File: config.mk
export PLATFORM = sky130hd
export DESIGN_NAME = word_loader
export DESIGN_NICKNAME = d
export VERILOG_FILES = /design/src/rtl/word_loader.sv
export SDC_FILE = /design/constraint.sdc
export NUM_CORES = 1
export LEC_CHECK = 0
export BUFFER_PORTS_ARGS = -buffer_cell sky130_fd_sc_hd__buf_2
export CORE_ASPECT_RATIO = 0.9
export CORE_MARGIN = 2
export CORE_UTILIZATION = 35
export DETAILED_ROUTE_END_ITERATION = 8
export GPL_TIMING_DRIVEN = 0
export MAX_ROUTING_LAYER = met4
export PLACE_DENSITY = 0.65
export SLEW_MARGIN = 20
export SYNTH_ARGS = -nofsm -noshare
export SYNTH_HDL_FRONTEND = slang
export SYNTH_SLANG_ARGS = --single-unit
File: constraint.sdc
create_clock -name clk -period 2.15 [get_ports clk]
set_input_delay 0.1075 -clock clk [delete_from_list [all_inputs] [get_ports clk]]
set_output_delay 0.1075 -clock clk [all_outputs]
set_load 0.03 [all_outputs]
File: src/rtl/word_loader.sv
// rtl/word_loader.sv - splits a byte stream into words, loads each into the matcher buffer and reports the result
module word_loader #(
  parameter int                    ADDR_WIDTH = 4,
  parameter int                    DATA_WIDTH = 8,
  parameter logic [DATA_WIDTH-1:0] DELIM      = 8'h20,
  parameter int                    TIMEOUT    = 256
) (
  input  logic                  clk,
  input  logic                  rst_n,
  input  logic                  in_valid,
  output logic                  in_ready,
  input  logic [DATA_WIDTH-1:0] in_data,
  input  logic [ADDR_WIDTH-1:0] base_addr,
  output logic                  wr_en,
  output logic [ADDR_WIDTH-1:0] wr_addr,
  output logic [DATA_WIDTH-1:0] wr_data,
  output logic                  m_rst_n,
  output logic                  m_cs,
  input  logic                  m_done,
  input  logic                  m_found,
  output logic                  res_valid,
  input  logic                  res_ready,
  output logic                  res_found,
  output logic                  res_timeout,
  output logic                  res_ovf,
  output logic [ADDR_WIDTH-1:0] res_len,
  output logic [7:0]            res_idx
);

  localparam int TW = $clog2(TIMEOUT) + 1;

  localparam logic [2:0] S_COLLECT = 3'd0;
  localparam logic [2:0] S_TERM    = 3'd1;
  localparam logic [2:0] S_MRST    = 3'd2;
  localparam logic [2:0] S_START   = 3'd3;
  localparam logic [2:0] S_WAIT    = 3'd4;
  localparam logic [2:0] S_RESULT  = 3'd5;

  // One slot is always kept free for the zero terminator.
  localparam logic [ADDR_WIDTH-1:0] LEN_MAX = '1;
  localparam logic [TW-1:0]         T_LAST  = TW'(TIMEOUT - 1);

  logic [2:0]            state_q,   state_d;
  logic [ADDR_WIDTH-1:0] len_q,     len_d;
  logic                  ovf_q,     ovf_d;
  logic [TW-1:0]         timer_q,   timer_d;
  logic [7:0]            idx_q,     idx_d;
  logic                  found_q,   found_d;
  logic                  timeout_q, timeout_d;
  logic                  wr_en_q,   wr_en_d;
  logic [ADDR_WIDTH-1:0] wr_addr_q, wr_addr_d;
  logic [DATA_WIDTH-1:0] wr_data_q, wr_data_d;
  logic                  m_rst_n_q, m_rst_n_d;
  logic                  m_cs_q,    m_cs_d;

  logic is_delim;
  logic accept;

  assign is_delim = (in_data == DELIM) || (in_data == '0);
  assign accept   = in_valid && (state_q == S_COLLECT);

  // Next-state, buffer write and result capture; matcher strobes are derived
  // from the next state so they line up with the MRST and START cycles.
  always_comb begin
    state_d   = state_q;
    len_d     = len_q;
    ovf_d     = ovf_q;
    timer_d   = timer_q;
    idx_d     = idx_q;
    found_d   = found_q;
    timeout_d = timeout_q;
    wr_en_d   = 1'b0;
    wr_addr_d = wr_addr_q;
    wr_data_d = wr_data_q;
    case (state_q)
      S_COLLECT: begin
        if (accept) begin
          if (is_delim) begin
            // A delimiter with an empty word is just padding between words.
            if (len_q != '0) begin
              wr_en_d   = 1'b1;
              wr_addr_d = base_addr + len_q;
              wr_data_d = '0;
              state_d   = S_TERM;
            end
          end else if (len_q != LEN_MAX) begin
            wr_en_d   = 1'b1;
            wr_addr_d = base_addr + len_q;
            wr_data_d = in_data;
            len_d     = len_q + 1'b1;
          end else begin
            ovf_d = 1'b1;
          end
        end
      end
      S_TERM:  state_d = S_MRST;
      S_MRST:  state_d = S_START;
      S_START: begin
        timer_d = '0;
        state_d = S_WAIT;
      end
      S_WAIT: begin
        // A done seen on the last timer cycle still counts as a real answer.
        if (m_done) begin
          found_d   = m_found;
          timeout_d = 1'b0;
          state_d   = S_RESULT;
        end else if (timer_q == T_LAST) begin
          found_d   = 1'b0;
          timeout_d = 1'b1;
          state_d   = S_RESULT;
        end else begin
          timer_d = timer_q + 1'b1;
        end
      end
      S_RESULT: begin
        if (res_ready) begin
          len_d     = '0;
          ovf_d     = 1'b0;
          timeout_d = 1'b0;
          idx_d     = idx_q + 8'd1;
          state_d   = S_COLLECT;
        end
      end
      default: state_d = S_COLLECT;
    endcase
    m_rst_n_d = (state_d != S_MRST);
    m_cs_d    = (state_d == S_START);
  end

  // State and registered outputs; reset abandons any word in flight.
  always_ff @(posedge clk or negedge rst_n) begin
    if (!rst_n) begin
      state_q   <= S_COLLECT;
      len_q     <= '0;
      ovf_q     <= 1'b0;
      timer_q   <= '0;
      idx_q     <= 8'd0;
      found_q   <= 1'b0;
      timeout_q <= 1'b0;
      wr_en_q   <= 1'b0;
      wr_addr_q <= '0;
      wr_data_q <= '0;
      m_rst_n_q <= 1'b0;
      m_cs_q    <= 1'b0;
    end else begin
      state_q   <= state_d;
      len_q     <= len_d;
      ovf_q     <= ovf_d;
      timer_q   <= timer_d;
      idx_q     <= idx_d;
      found_q   <= found_d;
      timeout_q <= timeout_d;
      wr_en_q   <= wr_en_d;
      wr_addr_q <= wr_addr_d;
      wr_data_q <= wr_data_d;
      m_rst_n_q <= m_rst_n_d;
      m_cs_q    <= m_cs_d;
    end
  end

  assign in_ready    = rst_n && (state_q == S_COLLECT);
  assign res_valid   = (state_q == S_RESULT);
  assign wr_en       = wr_en_q;
  assign wr_addr     = wr_addr_q;
  assign wr_data     = wr_data_q;
  assign m_rst_n     = m_rst_n_q;
  assign m_cs        = m_cs_q;
  assign res_found   = found_q;
  assign res_timeout = timeout_q;
  assign res_ovf     = ovf_q;
  assign res_len     = len_q;
  assign res_idx     = idx_q;

endmodule

==> results of run 1 <==
worst min-delay path by stage:
stage	end	slack (ps)	startpoint	cells after the start
after floorplan	m_cs$_DFF_PN0_	-190	rst_n	0
after global placement	wr_en$_DFF_PN0_	310	rst_n	1
after detailed placement	wr_addr[1]$_DFFE_PN0P_	310	rst_n	1
after CTS	res_timeout$_DFFE_PN0P_	20	m_done	2
after global routing	res_timeout$_DFFE_PN0P_	30	m_done	2
final	res_timeout$_DFFE_PN0P_	40	m_done	2
power groups by stage:
| stage | logic [mW] | registers (mW) | clock network (mW) |
|---|---|---|---|
| 4_1_cts | 1.57 | 1.26 | 0.553 |
| 6_report | 1.57 | 1.27 | 0.520 |
| 2_1_floorplan | 0.691 | 1.68 | 0 |
| 5_1_grt | 1.72 | 1.31 | 0.585 |
| 3_3_place_gp | 1.52 | 1.27 | 0 |
| 3_5_place_dp | 1.53 | 1.28 | 0 |
sequential cells by signal, indices dropped and copies added, names as in the netlist, 3 cells and up:
name and cells:
wr_addr 4, state_q 3, wr_data 8, timer_q 9, res_idx 8, res_len 4
worst reg2reg max path: stages (launching register included):
cell                      delay, ps
sky130_fd_sc_hd__dfrtp_1        430
sky130_fd_sc_hd__ha_4           190
sky130_fd_sc_hd__nand3_2         70
sky130_fd_sc_hd__nor2_2          40
sky130_fd_sc_hd__ha_2           160
sky130_fd_sc_hd__or3_4          340
sky130_fd_sc_hd__or2_4          260
sky130_fd_sc_hd__or4_1          400
sky130_fd_sc_hd__o21ai_1         90
sky130_fd_sc_hd__a32o_2         140
per-stage QoR:
| step | utilization [%] | instance area, µm² | instances |
|---|---|---|---|
| 6_report | 45.4 | 2580 | 323 |
| 3_3_place_gp | 42.2 | 2400 | 308 |
| 2_1_floorplan | - | 2070 | 189 |
| 5_1_grt | 45.4 | 2580 | 323 |
| 3_5_place_dp | 42.2 | 2400 | 308 |
| 4_1_cts | 45.0 | 2560 | 322 |
Yosys cell counts (2+ instances only):
cell	count
sky130_fd_sc_hd__and2_1	2
sky130_fd_sc_hd__and3_1	3
sky130_fd_sc_hd__or3_1	3
sky130_fd_sc_hd__nand4_1	5
sky130_fd_sc_hd__dfrtp_1	42
sky130_fd_sc_hd__clkbuf_1	3
sky130_fd_sc_hd__mux2i_1	3
sky130_fd_sc_hd__o21ai_0	7
sky130_fd_sc_hd__mux2_2	4
sky130_fd_sc_hd__a31oi_1	3
sky130_fd_sc_hd__xor2_1	5
sky130_fd_sc_hd__nand2_1	16
sky130_fd_sc_hd__a21o_1	2
sky130_fd_sc_hd__buf_2	2
sky130_fd_sc_hd__ha_1	8
sky130_fd_sc_hd__nand3_1	3
sky130_fd_sc_hd__o31ai_1	3
sky130_fd_sc_hd__xnor2_1	11
sky130_fd_sc_hd__a21oi_1	6
sky130_fd_sc_hd__mux2_1	8
sky130_fd_sc_hd__nor3_1	4
sky130_fd_sc_hd__inv_1	10
sky130_fd_sc_hd__nor2_1	15
sky130_fd_sc_hd__nor3b_1	2
kinds of logic (layout without fill, tap and decap cells):
logic type,after synthesis,in the layout,synth area share [%]
buffers and inverters,15,79,2.85
adder cells (fa/ha/maj),9,9,5.83
multiplexers,15,15,8.01
AO/OA/AOI/OAI,28,28,9.23
XOR/XNOR,16,16,6.80
flip-flops,42,42,51.0
AND/OR/NAND/NOR,64,64,16.3
area by class of cell:
class	instances	area, µm²
Timing Repair Buffer	57	310
Fill cell	539	3110
Sequential cell	42	1050
Clock inverter	2	12.5
Inverter	10	37.5
Clock buffer	6	82.6
Buffer	4	18.8
Multi-Input combinational cell	132	983
Tap cell	70	87.6
timing repair:
action / 4_1_cts / 5_1_grt
gates resized for setup: 4 / 3
endpoints found under the hold margin: 34 / 0
setup buffers: 6 / 1
pin swaps: 5 / 1
endpoints found under the setup margin: 4 / 14
hold buffers: 1 / 0
per-layer routing:
metal	GRT usage (%)	share of wire, %	vias up
met1	18.1	50	735
met2	19.8	45	34
li1	-	-	781
met4	3.81	0.82	0
met3	3.66	4.3	5
met5	-	0	-
==> summary.md, run 1 <==
| Metric | Value |
|---|---|
| Result of the run | complete, but fails checks |
| Failing checks | negative setup slack |
| Req. time, crit path | 2370 ps |
| R2r endpoint | timer_q[8]$_DFFE_PN0P_ |
| Number of antenna violations at the first check in global routing | 0 |
| DIE AREA | about 6500 µm² |
| Initial standard-cell utilization of the core | 36.2% |
| Synthesis-to-finish area growth | 25.4% |
| DR vias/cell | between 4 and 5 |
| Kind of start point of the critical path | flip-flop |
| Sum Neg Setup Slack | -40.2 ps |
| First-pass detailed-route iteration total | 4 |
| Setup slack after layout | -40.2 ps |
| Internal Dissipation | 1.90 mW |
| Post-Route Skew | 6.88 ps |
| Depth of the worst register-to-register path | 9 |
| Nets in the synthesized netlist | 216 |
| Buf+Inv Stages, Crit Path | 0 |
| Critical-path top delay cell | sky130_fd_sc_hd__dfrtp_1 |
| Number of endpoints with negative hold slack in the final report | 0 |
| Number of placement rows | 26 |
| Clock Path Buffers | 2 |
| Final critical delay including setup and external delays | 2190 ps |
| Fin crit share | 102% |
| Total power consumption of the routed design | ~3.4 mW |
| Sequential area share after synthesis | 51.0% |
| Net switching fraction of the power | 43.3% |
| Antenna diodes | 0 |
| Biggest fanout along the worst timing path | 6 |
| Number of clock sinks seen by CTS | 42 |
| Delay contributed by the slowest stage of the critical path | 430 ps |
| Global placer's final weighted congestion | about 0.79 |
| Residual overflow from global routing | 0 |
| Measured slew at the worst slew-check pin | 576 ps |
| Count of buffers from port buffering | 49 |
| First-pass GRT wire length | slightly below 7 mm |
| DP Worst Slack | -152 ps |
| Pin count of the biggest net entering global routing | 44 |
| Dominant cell type by area after synthesis | sky130_fd_sc_hd__dfrtp_1 |
| Worst-case hold slack | between 30 and 40 ps |
| Share of cells above drive strength 1 | ~33% |
| Combinational group share of total power | a little under half |
| Worst hold-check path type | primary input to flip-flop |
| Capturing instance or port of the critical path | timer_q[8]$_DFFE_PN0P_ |
| Htree depth | 2 |
| Synthesis warning total | 0 |
| Number of enable-type register cells in the synthesized netlist | 0 |
| Overall global routing resource usage | 13.4% |
| Number of top-level design ports | 50 |
| Worst Path Arrival | 2410 ps |
| Worst R2R Start | timer_q[0]$_DFFE_PN0P_ |
| Most common cell after layout, fill and taps aside | sky130_fd_sc_hd__buf_2 |
| Max Fclk | 457 MHz |
| Clk root buf | sky130_fd_sc_hd__clkbuf_8 |
| Prevailing post-synth register cell | sky130_fd_sc_hd__dfrtp_1 |
| Count of max-cap constraint violations | 0 |
| Total number of nets in the final design | 279 |
| Share of Yosys cell area claimed by the top area cell type | 51.0% |
| Largest cells by area after synthesis | sky130_fd_sc_hd__dfrtp_1 (51%), sky130_fd_sc_hd__ha_1 (4.9%), sky130_fd_sc_hd__xnor2_1 (4.7%) |
| Switching Power | 1.45 mW |
| DIE WIDTH | 84.9 µm |
| Mean area per synthesized cell | 10.9 µm² |
| Worst slew margin relative to its limit | 61.6% |
| Clk Latency, worst-skew pair | 290 ps |
| Class of the most critical setup path | flip-flop to flip-flop |
| Number of global-route vias before repair | 1525 |
| Cells after Synth | 189 |
| FFs w/ async S/R, synth | 100% |
| Detailed-route wire length | a little over 4 mm |
| Unrepaired setup endpoints after global routing | true |
| Ordered list of cells on the worst path | ha_4 -> nand3_2 -> nor2_2 -> ha_2 -> or3_4 -> or2_4 -> or4_1 -> o21ai_1 -> a32o_2 |
| Placed wire-length estimate after detailed placement | 2.92 mm |
| CTS tree | built |
| Area of the placeable core | 5690 µm² |
| Die Y | 76.8 µm |
| Commonest non-fill, non-tap cells in the layout | sky130_fd_sc_hd__buf_2 (48), sky130_fd_sc_hd__dfrtp_1 (42), sky130_fd_sc_hd__nand2_1 (15), sky130_fd_sc_hd__nor2_1 (14), sky130_fd_sc_hd__xnor2_1 (11) |
| CP Capture Type | flip-flop |
| Summed instance area of the synthesized netlist | 2060 µm² |
| Number of distinct standard cells referenced by the synthesized netlist | 43 |
| Power density over the cells | 1300 nW/µm² |
| Clock transition at the register clock pins on the worst setup and hold paths after CTS | about 80 ps |
| Stages on worst setup path | 9 |
| Standby leakage power | between 1 and 1.5 nW |
| Register-to-Register Setup Slack | -40 ps |
| CTS buffer count | 5 |
| Average wire per cell in the routed design | between 10 and 15 µm |
| Count of vias placed by the detailed router | 1555 |
| Worst IR Drop VDD | 0.000731 V |
| Drt first-iter violations | between 80 and 90 |
| Flops & latches, synth | 42 |
| # setup viols final | 1 |
| Sequential share of power | 37.7% |
| Clock network power share | 15.5% |
| Launching instance or port of the critical path | timer_q[0]$_DFFE_PN0P_ |
| Family of cells with the greatest summed delay on the critical path | simple AND/OR/NAND/NOR gates |
| Max-slew violations | 0 |
| Number of routed nets with antenna violations | 0 |
| # DRC | 0 |
Note: power is estimated with default switching activity, not from simulation.
==> run 2, diff against run 1 <==
Settings changed: SETUP_SLACK_MARGIN set to 0.5, SLEW_MARGIN 20 to unset.
==> run 2 against run 1 <==
  * The flow finishes with violations (negative hold slack, negative setup slack)
  * Clock skew is 4.3 ps higher
  * Critical endpoint is now timer_q[3]$_DFFE_PN0P_
  * Worst setup slack worse by 75 ps
  * Final area is 18% higher
  * Fmax is 3.3% lower
  * Register-to-register slack worse by 70 ps
==> summary.md, run 2 (synthesis gave the netlist of run 1 again) <==
| Metric | Value |
|---|---|
| Result of the run | complete, but fails checks |
| Failing checks | negative hold slack, negative setup slack |
| Die Y | around 77 µm |
| Total number of nets in the final design | around 310 |
| Global placer's final weighted congestion | 0.769 |
| CTS buffer count | 5 |
| Number of routed nets with antenna violations | 0 |
| Share of cells above drive strength 1 | 51.2% |
| Worst slew margin relative to its limit | 37.6% |
| Total power consumption of the routed design | 4.06 mW |
| Drt first-iter violations | 97 |
| Number of flip-flops under the largest register name | 9 |
| Final instance area | 3060 µm² |
| Measured slew at the worst slew-check pin | 937 ps |
| Worst-case hold slack | -62.4 ps |
| Count of max-cap constraint violations | 0 |
| Number of antenna violations at the first check in global routing | 0 |
| Average wire per cell in the routed design | 14.9 µm |
| CP Capture Type | flip-flop |
| Sum Neg Setup Slack | -294 ps |
| Setup slack after layout | -115 ps |
| Max-slew violations | 0 |
| Number of clock sinks seen by CTS | 42 |
| Htree depth | 2 |
| First-pass GRT wire length | 8.19 mm |
| Clock transition at the register clock pins on the worst setup and hold paths after CTS | ~90 ps |
| Ordered list of cells on the worst path | and3_4 -> nand2_4 -> nor2_4 -> ha_4 -> or3_4 -> or2_1 -> buf_6 -> buf_4 -> or3_1 -> a21oi_1 |
| Clock Path Buffers | 2 |
| Placed wire-length estimate after detailed placement | 3.03 mm |
| Clk root buf | sky130_fd_sc_hd__clkbuf_8 |
| Power density over the cells | around 1300 nW/µm² |
| First-pass detailed-route iteration total | 4 |
| Synthesis-to-finish area growth | 48.3% |
| Count of vias placed by the detailed router | around 1800 |
| Register with the highest flop count | timer_q |
| Pin count of the biggest net entering global routing | 44 |
| Number of fillers in the final layout | 500 |
| DR vias/cell | about 5 |
| Number of top-level design ports | 50 |
| Number of placement rows | 26 |
| Fin crit share | 105% |
| CTS tree | built |
| Worst Path Arrival | about 2500 ps |
| DP Worst Slack | -148 ps |
| Class of the most critical setup path | flip-flop to flip-flop |
| Final critical delay including setup and external delays | 2270 ps |
| Initial standard-cell utilization of the core | 36.2% |
| # setup viols final | 4 |
| Buf+Inv Stages, Crit Path | 2 |
| Worst IR Drop VDD | 0.00119 V |
| Commonest non-fill, non-tap cells in the layout | sky130_fd_sc_hd__buf_2 (47), sky130_fd_sc_hd__dfrtp_1 (39), sky130_fd_sc_hd__buf_4 (27), sky130_fd_sc_hd__nor2_1 (13), sky130_fd_sc_hd__nand2_1 (13) |
| Biggest fanout along the worst timing path | 4 |
| Unrepaired setup endpoints after global routing | true |
| Family of cells with the greatest summed delay on the critical path | simple AND/OR/NAND/NOR gates |
| Number of endpoints with negative hold slack in the final report | 42 |
| Count of buffers from port buffering | 49 |
| Instance area after placement | about 2500 µm² |
| Antenna diodes | 0 |
| Delay contributed by the slowest stage of the critical path | 410 ps |
| Standby leakage power | between 1.5 and 2 nW |
| Residual overflow from global routing | 0 |
| Post-Route Skew | 11.2 ps |
| Detailed-route wire length | 5.22 mm |
| Area of the placeable core | around 5700 µm² |
| Most common cell after layout, fill and taps aside | sky130_fd_sc_hd__buf_2 |
| Req. time, crit path | 2390 ps |
| Worst hold-check path type | primary input to asynchronous set/reset pin |
| # DRC | 0 |
| Kind of start point of the critical path | flip-flop |
| DIE AREA | 6520 µm² |
| DIE WIDTH | 84.9 µm |
| Overall global routing resource usage | 16.2% |
| Number of global-route vias before repair | 1710 |
| Max Fclk | 441 MHz |
| Clk Latency, worst-skew pair | about 310 ps |
| Critical-path top delay cell | sky130_fd_sc_hd__dfrtp_1 |
-- run 2: cell types whose count changed in the layout (fill, tap and decap cells not counted), sizes merged --
cell         change
dlygate4sd3      -1
clkbuf           -3
clkinv           +1
buf             +31
-- run 2: power by group --
group	switching (mW)	total [mW]	leakage, nW	internal (mW)
logic	1.19	2.23	0.952	1.04
registers	0.235	1.30	0.522	1.06
clock network	0.311	0.540	0.0441	0.229
total	1.74	4.06	1.52	2.33
-- run 2: per-layer routing --
| layer | vias to the layer above | GRT usage, % | share of wire (%) |
|---|---|---|---|
| li1 | 843 | - | - |
| met2 | 50 | 22.8 | 46 |
| met4 | 0 | 6.83 | 2.0 |
| met3 | 10 | 3.01 | 4.3 |
| met5 | - | - | 0 |
| met1 | 860 | 22.9 | 48 |
-- run 2: final cells by class --
cell class	count	area, µm²	area share [%]
multi-input combinational	132	1170	38.3
sequential	42	1050	34.5
timing repair buffer	84	567	18.5
tap	70	87.6	2.87
clock buffer	5	68.8	2.25
buffer	5	48.8	1.60
inverter	10	37.5	1.23
clock inverter	3	21.3	0.696
-- run 2: worst paths after layout --
path / slack, ps / to / depth (start not counted) / start
setup / recovery: -120 / timer_q[3]$_DFFE_PN0P_ / 10 / timer_q[5]$_DFFE_PN0P_
hold / removal: -60 / timer_q[6]$_DFFE_PN0P_ / 1 / rst_n
setup reg to reg: -120 / timer_q[3]$_DFFE_PN0P_ / 10 / timer_q[5]$_DFFE_PN0P_
hold reg to reg: 470 / res_idx[7]$_DFFE_PN0P_ / 1 / res_idx[7]$_DFFE_PN0P_
max in group asynchronous: 1580 / res_len[1]$_DFFE_PN0P_ / 1 / rst_n
min in group clk: 40 / res_timeout$_DFFE_PN0P_ / 2 / m_done
-- run 2: what timing repair did --
action                                 in CTS  in global routing
gates resized for setup                    29                 31
setup endpoints to repair                  28                 29
cloned                                      1                  0
pin swaps                                  12                 15
buffers inserted                           20                 14
endpoints found under the hold margin      42                  0
-- run 2: through the flow --
step                utilization (%)  cells
floorplan                         -    189
global placement               43.3    308
detailed placement             43.3    308
CTS                            50.0    337
global route                   53.7    351
finish                         53.7    351
==> run 3, diff against run 2 <==
Settings changed: CORE_UTILIZATION 35 to 48, PLACE_DENSITY 0.65 to 0.83.
==> run 3 against run 2 <==
  * The flow still finishes with violations (negative hold slack, negative setup slack)
  * Core utilization up 19 points
  * Clock skew up 4.4 ps
  * Wire length up 2.3%
  * Global-route usage up 7.6 points
  * Largest power group unchanged
  * Critical path depth unchanged
  * Critical endpoint is now timer_q[8]$_DFFE_PN0P_
  * Non-clock buffer count down 5
  * Sequential power about the same
  * Combinational power about the same
  * Final area down 2.8%
==> summary.md, run 3 (synthesis gave the netlist of run 1 again) <==
| Metric | Value |
|---|---|
| Number of clock sinks seen by CTS | 42 |
| Worst slew margin relative to its limit | 37.6% |
| Kind of start point of the critical path | flip-flop |
| Standby leakage power | between 1 and 1.5 nW |
| Sequential share of power | ~32% |
| Worst-case hold slack | -59.5 ps |
| First-pass GRT wire length | 8.51 mm |
| R2r endpoint | timer_q[8]$_DFFE_PN0P_ |
| Final critical delay including setup and external delays | ~2200 ps |
| Failing checks | negative hold slack, negative setup slack |
| Number of endpoints with negative hold slack in the final report | 42 |
| Number of routed nets with antenna violations | 0 |
| Number of global-route vias before repair | 1833 |
| Clk Latency, worst-skew pair | 310 ps |
| DIE WIDTH | 73.1 µm |
| Clk root buf | sky130_fd_sc_hd__clkbuf_8 |
| Die Y | 66.2 µm |
| Number of flip-flops under the largest register name | 9 |
| Max Fclk | 446 MHz |
| Setup slack after layout | -91.2 ps |
| Count of buffers from port buffering | between 40 and 50 |
| Count of max-cap constraint violations | 0 |
| First-pass detailed-route iteration total | 4 |
| Residual overflow from global routing | 0 |
| Biggest fanout along the worst timing path | 5 |
| Launching instance or port of the critical path | timer_q[4]$_DFFE_PN0P_ |
| Placed wire-length estimate after detailed placement | 2.89 mm |
| Global placer's final weighted congestion | 0.786 |
| Net switching fraction of the power | 43.0% |
| DR vias/cell | 5.56 |
| Internal Dissipation | approximately 2.3 mW |
| CP Capture Type | flip-flop |
| Overall global routing resource usage | 23.8% |
| Clock network power share | 12.8% |
| Depth of the worst register-to-register path | 10 |
| Number of top-level design ports | 50 |
| Multi-input combinational cell area | around 1200 µm² |
| Register with the highest flop count | timer_q |
| Average wire per cell in the routed design | 16.5 µm |
| Final core area utilization | 72.5% |
| Worst R2R Start | timer_q[4]$_DFFE_PN0P_ |
| Count of vias placed by the detailed router | roughly 1800 |
| Class of the most critical setup path | flip-flop to flip-flop |
| Commonest non-fill, non-tap cells in the layout | sky130_fd_sc_hd__buf_2 (48), sky130_fd_sc_hd__dfrtp_1 (40), sky130_fd_sc_hd__buf_4 (23), sky130_fd_sc_hd__nand2_1 (14), sky130_fd_sc_hd__nor2_1 (13) |
| Number of placement rows | 22 |
| Post-Route Skew | 15.7 ps |
| Measured slew at the worst slew-check pin | just over 900 ps |
| Initial standard-cell utilization of the core | approximately 50% |
| Antenna diodes | 0 |
| Worst IR Drop VDD | ~0.00083 V |
| Total power consumption of the routed design | 4.01 mW |
| Result of the run | complete, but fails checks |
| Max-slew violations | 0 |
| DIE AREA | slightly below 5000 µm² |
| Req. time, crit path | 2390 ps |
| Share of cells above drive strength 1 | about 50% |
| Fin crit share | 104% |
| # DRC | 0 |
| # setup viols final | 2 |
| Synthesis-to-finish area growth | 44.2% |
| Combinational group share of total power | 55.0% |
| Number of fillers in the final layout | 269 |
| Drt first-iter violations | 115 |
| Worst hold-check path type | primary input to asynchronous set/reset pin |
| DP Worst Slack | -144 ps |
| FF+latch area | 1050 µm² |
| Most common cell after layout, fill and taps aside | sky130_fd_sc_hd__buf_2 |
| Switching Power | 1.73 mW |
| Pin count of the biggest net entering global routing | 44 |
| Unrepaired setup endpoints after global routing | true |
| Clock transition at the register clock pins on the worst setup and hold paths after CTS | roughly 90 ps |
| Sum Neg Setup Slack | -145 ps |
| Worst Path Arrival | 2480 ps |
| Clock Path Buffers | 2 |
| Power density over the cells | between 1000 and 1500 nW/µm² |
| Register-to-Register Setup Slack | -90 ps |
| Number of antenna violations at the first check in global routing | 0 |
| CTS buffer count | 5 |
| Total number of nets in the final design | 302 |
| CTS tree | built |
| Area of the placeable core | 4100 µm² |
| Htree depth | 2 |
| Detailed-route wire length | roughly 5.3 mm |
==> run 3: cell count changes in the layout (fill, tap and decap cells not counted), moves of 2 or more <==
| cell | before | now |
|---|---|---|
| sky130_fd_sc_hd__clkbuf_4 | 3 | 1 |
| sky130_fd_sc_hd__a21oi_1 | 6 | 4 |
| sky130_fd_sc_hd__a21oi_2 | 0 | 2 |
| sky130_fd_sc_hd__buf_4 | 27 | 23 |
| sky130_fd_sc_hd__o21ai_2 | 2 | 0 |
==> run 3: layout make-up <==
| type | count | area share [%] |
|---|---|---|
| Buffer | 5 | 1.64 |
| Clock buffer | 5 | 2.32 |
| Inverter | 10 | 1.26 |
| Tap cell | 48 | 2.02 |
| Multi-Input combinational cell | 132 | 39.5 |
| Sequential cell | 42 | 35.5 |
| Timing Repair Buffer | 79 | 17.1 |
| Clock inverter | 3 | 0.716 |
==> run 3: layer usage <==
layer	track usage (%)	share of wire [%]	up-vias	wire length, µm
met3	6.40	4.0	17	216
li1	-	-	834	-
met1	30.0	42	881	2270
met4	9.26	2.6	0	137
met5	-	0	-	0
met2	36.7	51	71	2720
==> run 3: per-stage QoR <==
stage	std cells	cell area [µm²]
CTS	318	2860
detailed placement	286	2440
global route	324	2970
floorplan	189	2130
global placement	286	2440
finish	324	2970
==> run 3: what timing repair did <==
item                       4_1_cts  5_1_grt
resized for setup               37       22
setup buffers                   23        6
cloned                           1        0
hold endpoints to repair        42        0
setup endpoints to repair       27       30
pin swaps                       14        7
==> run 3: power groups by stage <==
stage | Sequential (mW) | Combinational [mW] | Clock (mW)
after floorplan | 1.70 | 0.799 | 0
after global placement | 1.29 | 1.61 | 0
after detailed placement | 1.30 | 1.65 | 0
after CTS | 1.27 | 2.03 | 0.523
after global routing | 1.33 | 2.37 | 0.562
final | 1.29 | 2.21 | 0.512
==> run 3: how the worst max path moves through the flow <==
stage / slack (ps) / endpoint / depth (start not counted)
floorplan: -20 / timer_q[8]$_DFFE_PN0P_ / 10
finish: -90 / timer_q[8]$_DFFE_PN0P_ / 10
detailed placement: -140 / timer_q[8]$_DFFE_PN0P_ / 10
global route: -150 / timer_q[8]$_DFFE_PN0P_ / 10
CTS: -70 / timer_q[8]$_DFFE_PN0P_ / 10
global placement: -120 / timer_q[8]$_DFFE_PN0P_ / 10
==> run 3: worst max-delay path, cell delays in order, from the launching register on <==
cell and delay (ps):
sky130_fd_sc_hd__dfrtp_1 400, sky130_fd_sc_hd__and3_4 200, sky130_fd_sc_hd__nand2_4 80, sky130_fd_sc_hd__nor2_4 40, sky130_fd_sc_hd__ha_4 150, sky130_fd_sc_hd__or3_4 320
sky130_fd_sc_hd__or2_1 220, sky130_fd_sc_hd__buf_6 130, sky130_fd_sc_hd__or4_1 390, sky130_fd_sc_hd__o21ai_1 100, sky130_fd_sc_hd__a32o_2 140
